**src/rtl/mul16_shift_add_if.sv**
```systemverilog
// Handshake and adder-bus bundle for the shift-add multiplier.
// slave is the multiplier side; master is the requester plus external adder.
interface mul16_shift_add_if #(
    parameter int N_BITS = 16
);
    localparam int P_BITS = 2 * N_BITS;

    logic              start;
    logic [N_BITS-1:0] op_a;
    logic [N_BITS-1:0] op_b;
    logic              busy;
    logic              done;
    logic [P_BITS-1:0] product;
    logic              add_err;
    logic [P_BITS-1:0] add_a;
    logic [P_BITS-1:0] add_b;
    logic              add_cin;
    logic [P_BITS-1:0] add_s;
    logic              add_cout;

    modport slave (
        input  start, op_a, op_b, add_s, add_cout,
        output busy, done, product, add_err, add_a, add_b, add_cin
    );

    modport master (
        output start, op_a, op_b, add_s, add_cout,
        input  busy, done, product, add_err, add_a, add_b, add_cin
    );
endinterface

```
**src/rtl/mul16_shift_add.sv**
```systemverilog
// Unsigned N_BITS x N_BITS shift-add multiplier, fixed N_BITS iterations,
// using an external combinational adder for every partial-product step.
//
// state | meaning
// IDLE  | waiting for start
// RUN   | one add/shift iteration per cycle, N_BITS cycles
// DONE  | one-cycle done pulse; a new start is accepted here too
module mul16_shift_add #(
    parameter int N_BITS = 16
) (
    input  logic clk,
    input  logic rst_n,
    mul16_shift_add_if.slave bus
);
    localparam int P_BITS = 2 * N_BITS;
    localparam int CNT_W  = $clog2(N_BITS);
    localparam logic [CNT_W-1:0] LAST = CNT_W'(N_BITS - 1);

    typedef enum logic [1:0] {IDLE, RUN, DONE} state_t;

    state_t            state;
    logic [P_BITS-1:0] acc;
    logic [P_BITS-1:0] mcand;
    logic [N_BITS-1:0] mplier;
    logic [CNT_W-1:0]  count;
    logic [P_BITS-1:0] product_q;
    logic              busy_q;
    logic              done_q;
    logic              add_err_q;

    assign bus.busy    = busy_q;
    assign bus.done    = done_q;
    assign bus.product = product_q;
    assign bus.add_err = add_err_q;

    // Adder inputs are forced to zero outside RUN so the adder sits quiet.
    assign bus.add_a   = (state == RUN) ? acc : '0;
    assign bus.add_b   = (state == RUN && mplier[0]) ? mcand : '0;
    assign bus.add_cin = 1'b0;

    always_ff @(posedge clk or negedge rst_n) begin
        if (!rst_n) begin
            state     <= IDLE;
            acc       <= '0;
            mcand     <= '0;
            mplier    <= '0;
            count     <= '0;
            product_q <= '0;
            busy_q    <= 1'b0;
            done_q    <= 1'b0;
            add_err_q <= 1'b0;
        end else begin
            case (state)
                IDLE, DONE: begin
                    done_q <= 1'b0;
                    if (bus.start) begin
                        mcand     <= {{N_BITS{1'b0}}, bus.op_a};
                        mplier    <= bus.op_b;
                        acc       <= '0;
                        count     <= '0;
                        add_err_q <= 1'b0;
                        busy_q    <= 1'b1;
                        state     <= RUN;
                    end else begin
                        state <= IDLE;
                    end
                end
                RUN: begin
                    acc    <= bus.add_s;
                    mcand  <= mcand << 1;
                    mplier <= mplier >> 1;
                    count  <= count + 1'b1;
                    if (bus.add_cout) add_err_q <= 1'b1;
                    if (count == LAST) begin
                        product_q <= bus.add_s;
                        busy_q    <= 1'b0;
                        done_q    <= 1'b1;
                        state     <= DONE;
                    end
                end
                default: begin
                    busy_q <= 1'b0;
                    done_q <= 1'b0;
                    state  <= IDLE;
                end
            endcase
        end
    end
endmodule

```
**src/flat_wrapper.sv**
```systemverilog
// flat-port wrapper written by rule: the top's interface ports become plain ports
module mul16_shift_add_flat 
#(
    parameter int N_BITS = 16
)
  (clk, rst_n, bus_start, bus_op_a, bus_op_b, bus_add_s, bus_add_cout, bus_busy, bus_done, bus_product, bus_add_err, bus_add_a, bus_add_b, bus_add_cin);
  mul16_shift_add_if #(.N_BITS(N_BITS)) bus_i ();
  input  logic clk;
  input  logic rst_n;
  input wire logic [$bits(bus_i.start)-1:0] bus_start;
  input wire logic [$bits(bus_i.op_a)-1:0] bus_op_a;
  input wire logic [$bits(bus_i.op_b)-1:0] bus_op_b;
  input wire logic [$bits(bus_i.add_s)-1:0] bus_add_s;
  input wire logic [$bits(bus_i.add_cout)-1:0] bus_add_cout;
  output wire logic [$bits(bus_i.busy)-1:0] bus_busy;
  output wire logic [$bits(bus_i.done)-1:0] bus_done;
  output wire logic [$bits(bus_i.product)-1:0] bus_product;
  output wire logic [$bits(bus_i.add_err)-1:0] bus_add_err;
  output wire logic [$bits(bus_i.add_a)-1:0] bus_add_a;
  output wire logic [$bits(bus_i.add_b)-1:0] bus_add_b;
  output wire logic [$bits(bus_i.add_cin)-1:0] bus_add_cin;
  assign bus_i.start = bus_start;
  assign bus_i.op_a = bus_op_a;
  assign bus_i.op_b = bus_op_b;
  assign bus_i.add_s = bus_add_s;
  assign bus_i.add_cout = bus_add_cout;
  assign bus_busy = bus_i.busy;
  assign bus_done = bus_i.done;
  assign bus_product = bus_i.product;
  assign bus_add_err = bus_i.add_err;
  assign bus_add_a = bus_i.add_a;
  assign bus_add_b = bus_i.add_b;
  assign bus_add_cin = bus_i.add_cin;
  mul16_shift_add #(.N_BITS(N_BITS)) u_core (.clk(clk), .rst_n(rst_n), .bus(bus_i));
endmodule
```
**config.mk**
```make
export PLATFORM = sky130hd
export DESIGN_NAME = mul16_shift_add_flat
export DESIGN_NICKNAME = d
export VERILOG_FILES = /design/src/rtl/mul16_shift_add_if.sv /design/src/rtl/mul16_shift_add.sv /design/src/flat_wrapper.sv
export SDC_FILE = /design/constraint.sdc
export NUM_CORES = 1
export LEC_CHECK = 0
export CORE_MARGIN = 5
export CORE_UTILIZATION = 40
export CTS_CLUSTER_DIAMETER = 80
export DETAILED_ROUTE_END_ITERATION = 12
export DONT_BUFFER_PORTS = 1
export SLEW_MARGIN = 40
export SYNTH_ARGS = -nofsm -noshare
export SYNTH_HDL_FRONTEND = slang
export SYNTH_SLANG_ARGS = --single-unit
```
**constraint.sdc**
```tcl
create_clock -name clk -period 2.7 [get_ports clk]
set_clock_uncertainty 0.15 [all_clocks]
set_input_delay 0.405 -clock clk [delete_from_list [all_inputs] [get_ports clk]]
set_output_delay 0.405 -clock clk [all_outputs]
set_load 0.02 [all_outputs]
```
; ---- Word level (Yosys, flattened, before mapping)
; Cells that the tools add are included.
[totals]
wordCells = 45
register_bits = 121
input_bits = 68
output_inout_bits = 100
[op_classes]
addsub = 1
n_mux = 21
n_reduce_logical = 8
n_eq_ne = 6
[op_table]
columns = operator, count
row1 = 2-to-1 mux 32 bit, 4
row2 = case mux 32 bit (2 select lines), 2
row3 = case mux 16 bit (2 select lines), 1
row4 = 2-to-1 mux 16 bit, 1
row5 = case mux 4 bit (2 select lines), 1
row6 = 2-to-1 mux 1 bit, 7
row7 = "!= test 2 bit, second input constant", 3
row8 = AND reduction 2 bit, 3
row9 = "adder 4 x 1 -> 4 bit, second input constant", 1
row10 = "== test 4 bit, second input constant", 1
row11 = 2-to-1 mux 4 bit, 1
row12 = case mux 1 bit (2 select lines), 2
row13 = case mux 2 bit (2 select lines), 1
row14 = AND reduction 3 bit, 1
row15 = "== test 2 x 1 -> 1 bit, second input constant", 1
row16 = "== test 2 bit, second input constant", 1
row17 = zero test 2 bit, 1
row18 = 2-to-1 mux 2 bit, 1
row19 = nonzero test 2 bit, 1
row20 = OR reduction 2 bit, 1
row21 = logical AND 1 bit, 1

; ---- Depth between registers and ports, before layout
[logic_depth]
ltp_word = 4
ltp_mapped = 6
ltp_nobuf = 4

; ---- Least setup slack after synthesis
; No wires, ideal clock.
[synth_timing]
path_kind = register -> output
startpoint = register u_core.state[1]
endpoint = output port bus_add_a[0]
stages_incl_launch_ff = 6
t_arrival_ps = 1314
slack_ps = 831
path_buffers = 3
cell_sequence = dfrtp_1 -> and2b_1 -> buf_6 -> buf_6 -> clkbuf_2 -> and2_1
[synth_via]
elab_chain_len = 2
[synth_rtl]
columns = element, line_no
row1 = start: declaration, mul16_shift_add.sv:21  ; state_t state;
row2 = start signal: assignment, mul16_shift_add.sv:43  ; state <= IDLE;
row3 = start signal: assignment, mul16_shift_add.sv:63  ; state <= RUN;
row4 = start signal: assignment, mul16_shift_add.sv:65  ; state <= IDLE;
row5 = == test 2 x 1 -> 1 bit, mul16_shift_add.sv:37  ; assign bus.add_a = (state == RUN) ? acc : '0;
row6 = 2-to-1 mux 32 bit, mul16_shift_add.sv:37
row7 = end: declaration, flat_wrapper.sv:19  ; output wire logic [$bits(bus_i.add_a)-1:0] bus_add_a;
; No other way between the ends.

; ---- Final worst setup path
[layout_timing]
startpoint = register u_core.state[1]
endpoint = output port bus_add_b[10]
[layout_via]
elab_chain_len = 3
[layout_rtl]
columns = element, line_no
row1 = == test 2 x 1 -> 1 bit, mul16_shift_add.sv:38  ; assign bus.add_b = (state == RUN && mplier[0]) ? mcand : '0;
row2 = logical AND 1 bit, mul16_shift_add.sv:38
row3 = 2-to-1 mux 32 bit, mul16_shift_add.sv:38
row4 = end: declaration, flat_wrapper.sv:20  ; output wire logic [$bits(bus_i.add_b)-1:0] bus_add_b;
; No other way between the ends.

==> results.json <==
{
  "slowest_delay_ns": 0.46,
  "antenna_cells": 0,
  "num_vias": 3582,
  "slew_headroom": 0.516,
  "core.rowCount": 41,
  "clock_latency_ns": 0.41,
  "io_buffers": 0,
  "die_h_um": 123,
  "rr_endpoint": "u_core.bus.product[12]$_DFFE_PN0P_",
  "ant_nets": 0,
  "period_minus_slack_ns": 2.60,
  "cts_tree": "done",
  "core_area_um2": 12600,
  "critical_path_required_ns": 2.14,
  "path_clk_slew_ns": 0.05,
  "gp_congestion": 0.658,
  "dp_cells": 575,
  "nets": 555,
  "synth_edf_count": 0,
  "maxCapViolCount": 0,
  "whs_ns": -0.456,
  "final_cells": 668,
  "grt_max_degree": 133,
  "synthArstFlopShare": 1.00,
  "hold_class": "in2async",
  "h-tree-depth": 4,
  "worstSetupPathType": "reg2out",
  "dieArea_um2": 15200,
  "cts_hold_buf": 64,
  "crit_arrival_ns": 2.04,
  "cts_buffers": 17,
  "crit_path_end": "bus_add_b[10]",
  "grt_pass1_vias": 3613,
  "cts_sinks": 120,
  "synth_fp_nets": 504,
  "hold_violations": 120,
  "finalCritPeriodShare": 0.962,
  "grt_setup_unrepaired": "false",
  "clk_path_buf_depth": 2,
  "multi_input_area_um2": 1880,
  "drt-vias-per-instance": 5.36,
  "die_width_um": 123,
  "avgSynthCellArea_um2": 11.8,
  "r2r_cells": 5,
  "worst_slack_ns": 0.102,
  "dr.pass1.iters": 5,
  "ys_ff_latch": 120,
  "synth_flop_cell": "dfrtp_1",
  "max_freq_mhz": 385,
  "place_hpwl_mm": 7.19,
  "place_area_um2": 5220,
  "drc": 0,
  "end_kind": "output pin",
  "synth_warnings": 0,
  "startpoint": "u_core.state[1]$_DFFE_PN0P_",
  "tns_ns": 0,
  "cp_cell_sequence": "and2b_4 > buf_12 > and3_1",
  "status": "complete, but fails checks",
  "synth-seq-area-share": 0.584,
  "ioPinCount": 168,
  "grt-ovfl-total": 0,
  "p_total_uw": 8420,
  "syn_inst": 435,
  "regArea_um2": 3000,
  "clk_root_buffer_cell": "clkbuf_16",
  "worstMarginPinSlew_ns": 0.726,
  "ir_worst_vdd_mv": 0.619,
  "final-max-slew-violation-count": 0,
  "reg2reg_slack_ns": 0.64,
  "power_density_nw_per_um2": 1320,
  "grt_usage": 0.159,
  "dp_slack_ns": 0.584,
  "antenna_found_initial": 0,
  "setup_violations": 0,
  "drt_iter0_drc": 194,
  "rr_startpoint": "u_core.count[0]$_DFFE_PN0P_",
  "syn-cell-area_um2": 5140,
  "grt_pass1_wl_mm": 18.8,
  "wl_per_cell_um": 17.8,
  "areaGrowthSynthToFinish_pct": 24.3,
  "start_kind": "register",
  "drive_above_1_share": 0.141,
  "failed_checks": "negative hold slack",
  "synth_cell_types": 26,
  "p_leak_uw": 0.00289,
  "crit_fanout": 132,
  "start_util": 0.408,
  "wl_mm": 11.9,
  "fillCellCount": 1116,
  "design_area_um2": 6390,
  "critPathSlowestCell": "dfrtp_1"
}
registers in the layout, summed over array words and instances (netlist names):
name	count
u_core.bus.busy	1
u_core.state	2
u_core.bus.add_err	1
u_core.acc	32
u_core.mcand	32
u_core.bus.product	32
u_core.mplier	16
u_core.count	4
routing by layer:
metal  GRT usage  part of all wire  up-vias  routed length, um
met1       0.204              0.43     1773               5130
met2       0.238              0.46      146               5480
li1            -                 -     1647                  -
met5           0                 0        -                  0
met4      0.0581             0.013        0                157
met3      0.0709             0.094       16               1120
synthesized netlist by cell type, types with 11 or more instances:
library cell	instances	area share
buf_2	11	0.011
and2_1	32	0.039
a31oi_1	15	0.018
a22o_1	52	0.089
nand3_1	17	0.017
mux2_2	33	0.072
dfrtp_1	120	0.58
a22oi_1	15	0.022
and3_1	32	0.039
nand2_1	49	0.036
nor2_1	16	0.012
timing repair:
item,in CTS,in global routing
resized for setup,0,0
buffers inserted,0,0
hold endpoints to repair,216,120
through the flow:
| stage | util | hold slack (ns) |
|---|---|---|
| floorplan | - | -0.0406 |
| global placement | 0.409 | -0.0367 |
| detailed placement | 0.414 | -0.0362 |
| CTS | 0.507 | -0.477 |
| global route | 0.507 | -0.483 |
| finish | 0.507 | -0.456 |
cell type report:
class | count | area share
Multi-Input combinational cell | 275 | 0.294
Sequential cell | 120 | 0.470
Clock inverter | 4 | 0.00705
Tap cell | 172 | 0.0337
Clock buffer | 25 | 0.0759
Timing Repair Buffer | 72 | 0.120
cell usage in the layout, fill, tap and decap left out:
cell type      netlist  routed
clkinv_2             0       3
nand2b_1             1       1
mux2i_1              2       2
nand2_1             49      49
clkbuf_1            10       5
nand3b_1             1       1
a22oi_1             15      15
nand4_1              1       1
conb_1               1       1
buf_16               0       2
mux2_2              33      33
a31oi_1             15      15
buf_4                7       4
nor2_4               2       2
dlygate4sd3_1        0      64
bufinv_16            0       1
and2b_4              0       1
nand3_1             17      17
and3_1              32      32
buf_12               0       2
ha_1                 1       1
clkbuf_8             0       3
clkbuf_16            0      17
a22o_1              52      52
dfrtp_1            120     120
nor2_1              16      16
nand2b_2             1       1
and2_1              32      32
o21ai_0              2       2
nor2b_2              0       1
cells by family after synthesis:
| family | after synthesis | synth area share |
|---|---|---|
| and+or+nand+nor | 154 | 0.154 |
| muxes | 35 | 0.0761 |
| adders and majority gates | 1 | 0.00243 |
| AOI/OAI and AO/OA | 84 | 0.131 |
| buffers and inverters | 40 | 0.0520 |
| other | 1 | 0.000729 |
| DFF | 120 | 0.584 |
worst min path at each step:
stage / depth (start not counted) / endpoint / slack [ns] / startpoint
finish: 0 / u_core.mplier[9]$_DFFE_PN0P_ / -0.46 / rst_n
global route: 0 / u_core.count[3]$_DFFE_PN0P_ / -0.48 / rst_n
CTS: 0 / u_core.state[1]$_DFFE_PN0P_ / -0.48 / rst_n
detailed placement: 0 / u_core.mcand[9]$_DFFE_PN0P_ / -0.04 / rst_n
global placement: 0 / u_core.mcand[7]$_DFFE_PN0P_ / -0.04 / rst_n
floorplan: 0 / u_core.acc[0]$_DFFE_PN0P_ / -0.04 / rst_n
power by group:
group | switching [uW] | internal [uW]
combinational | 1660 | 1150
sequential | 939 | 2640
clock | 724 | 1320
total | 3320 | 5100
worst max-delay path: cells and delay by family (launching register included):
family                 cells  cell delay [ns]
buffers and inverters      1             0.32
DFF                        1             0.46
and+or+nand+nor            2             0.69
Note: power is estimated with default switching activity, not from simulation.
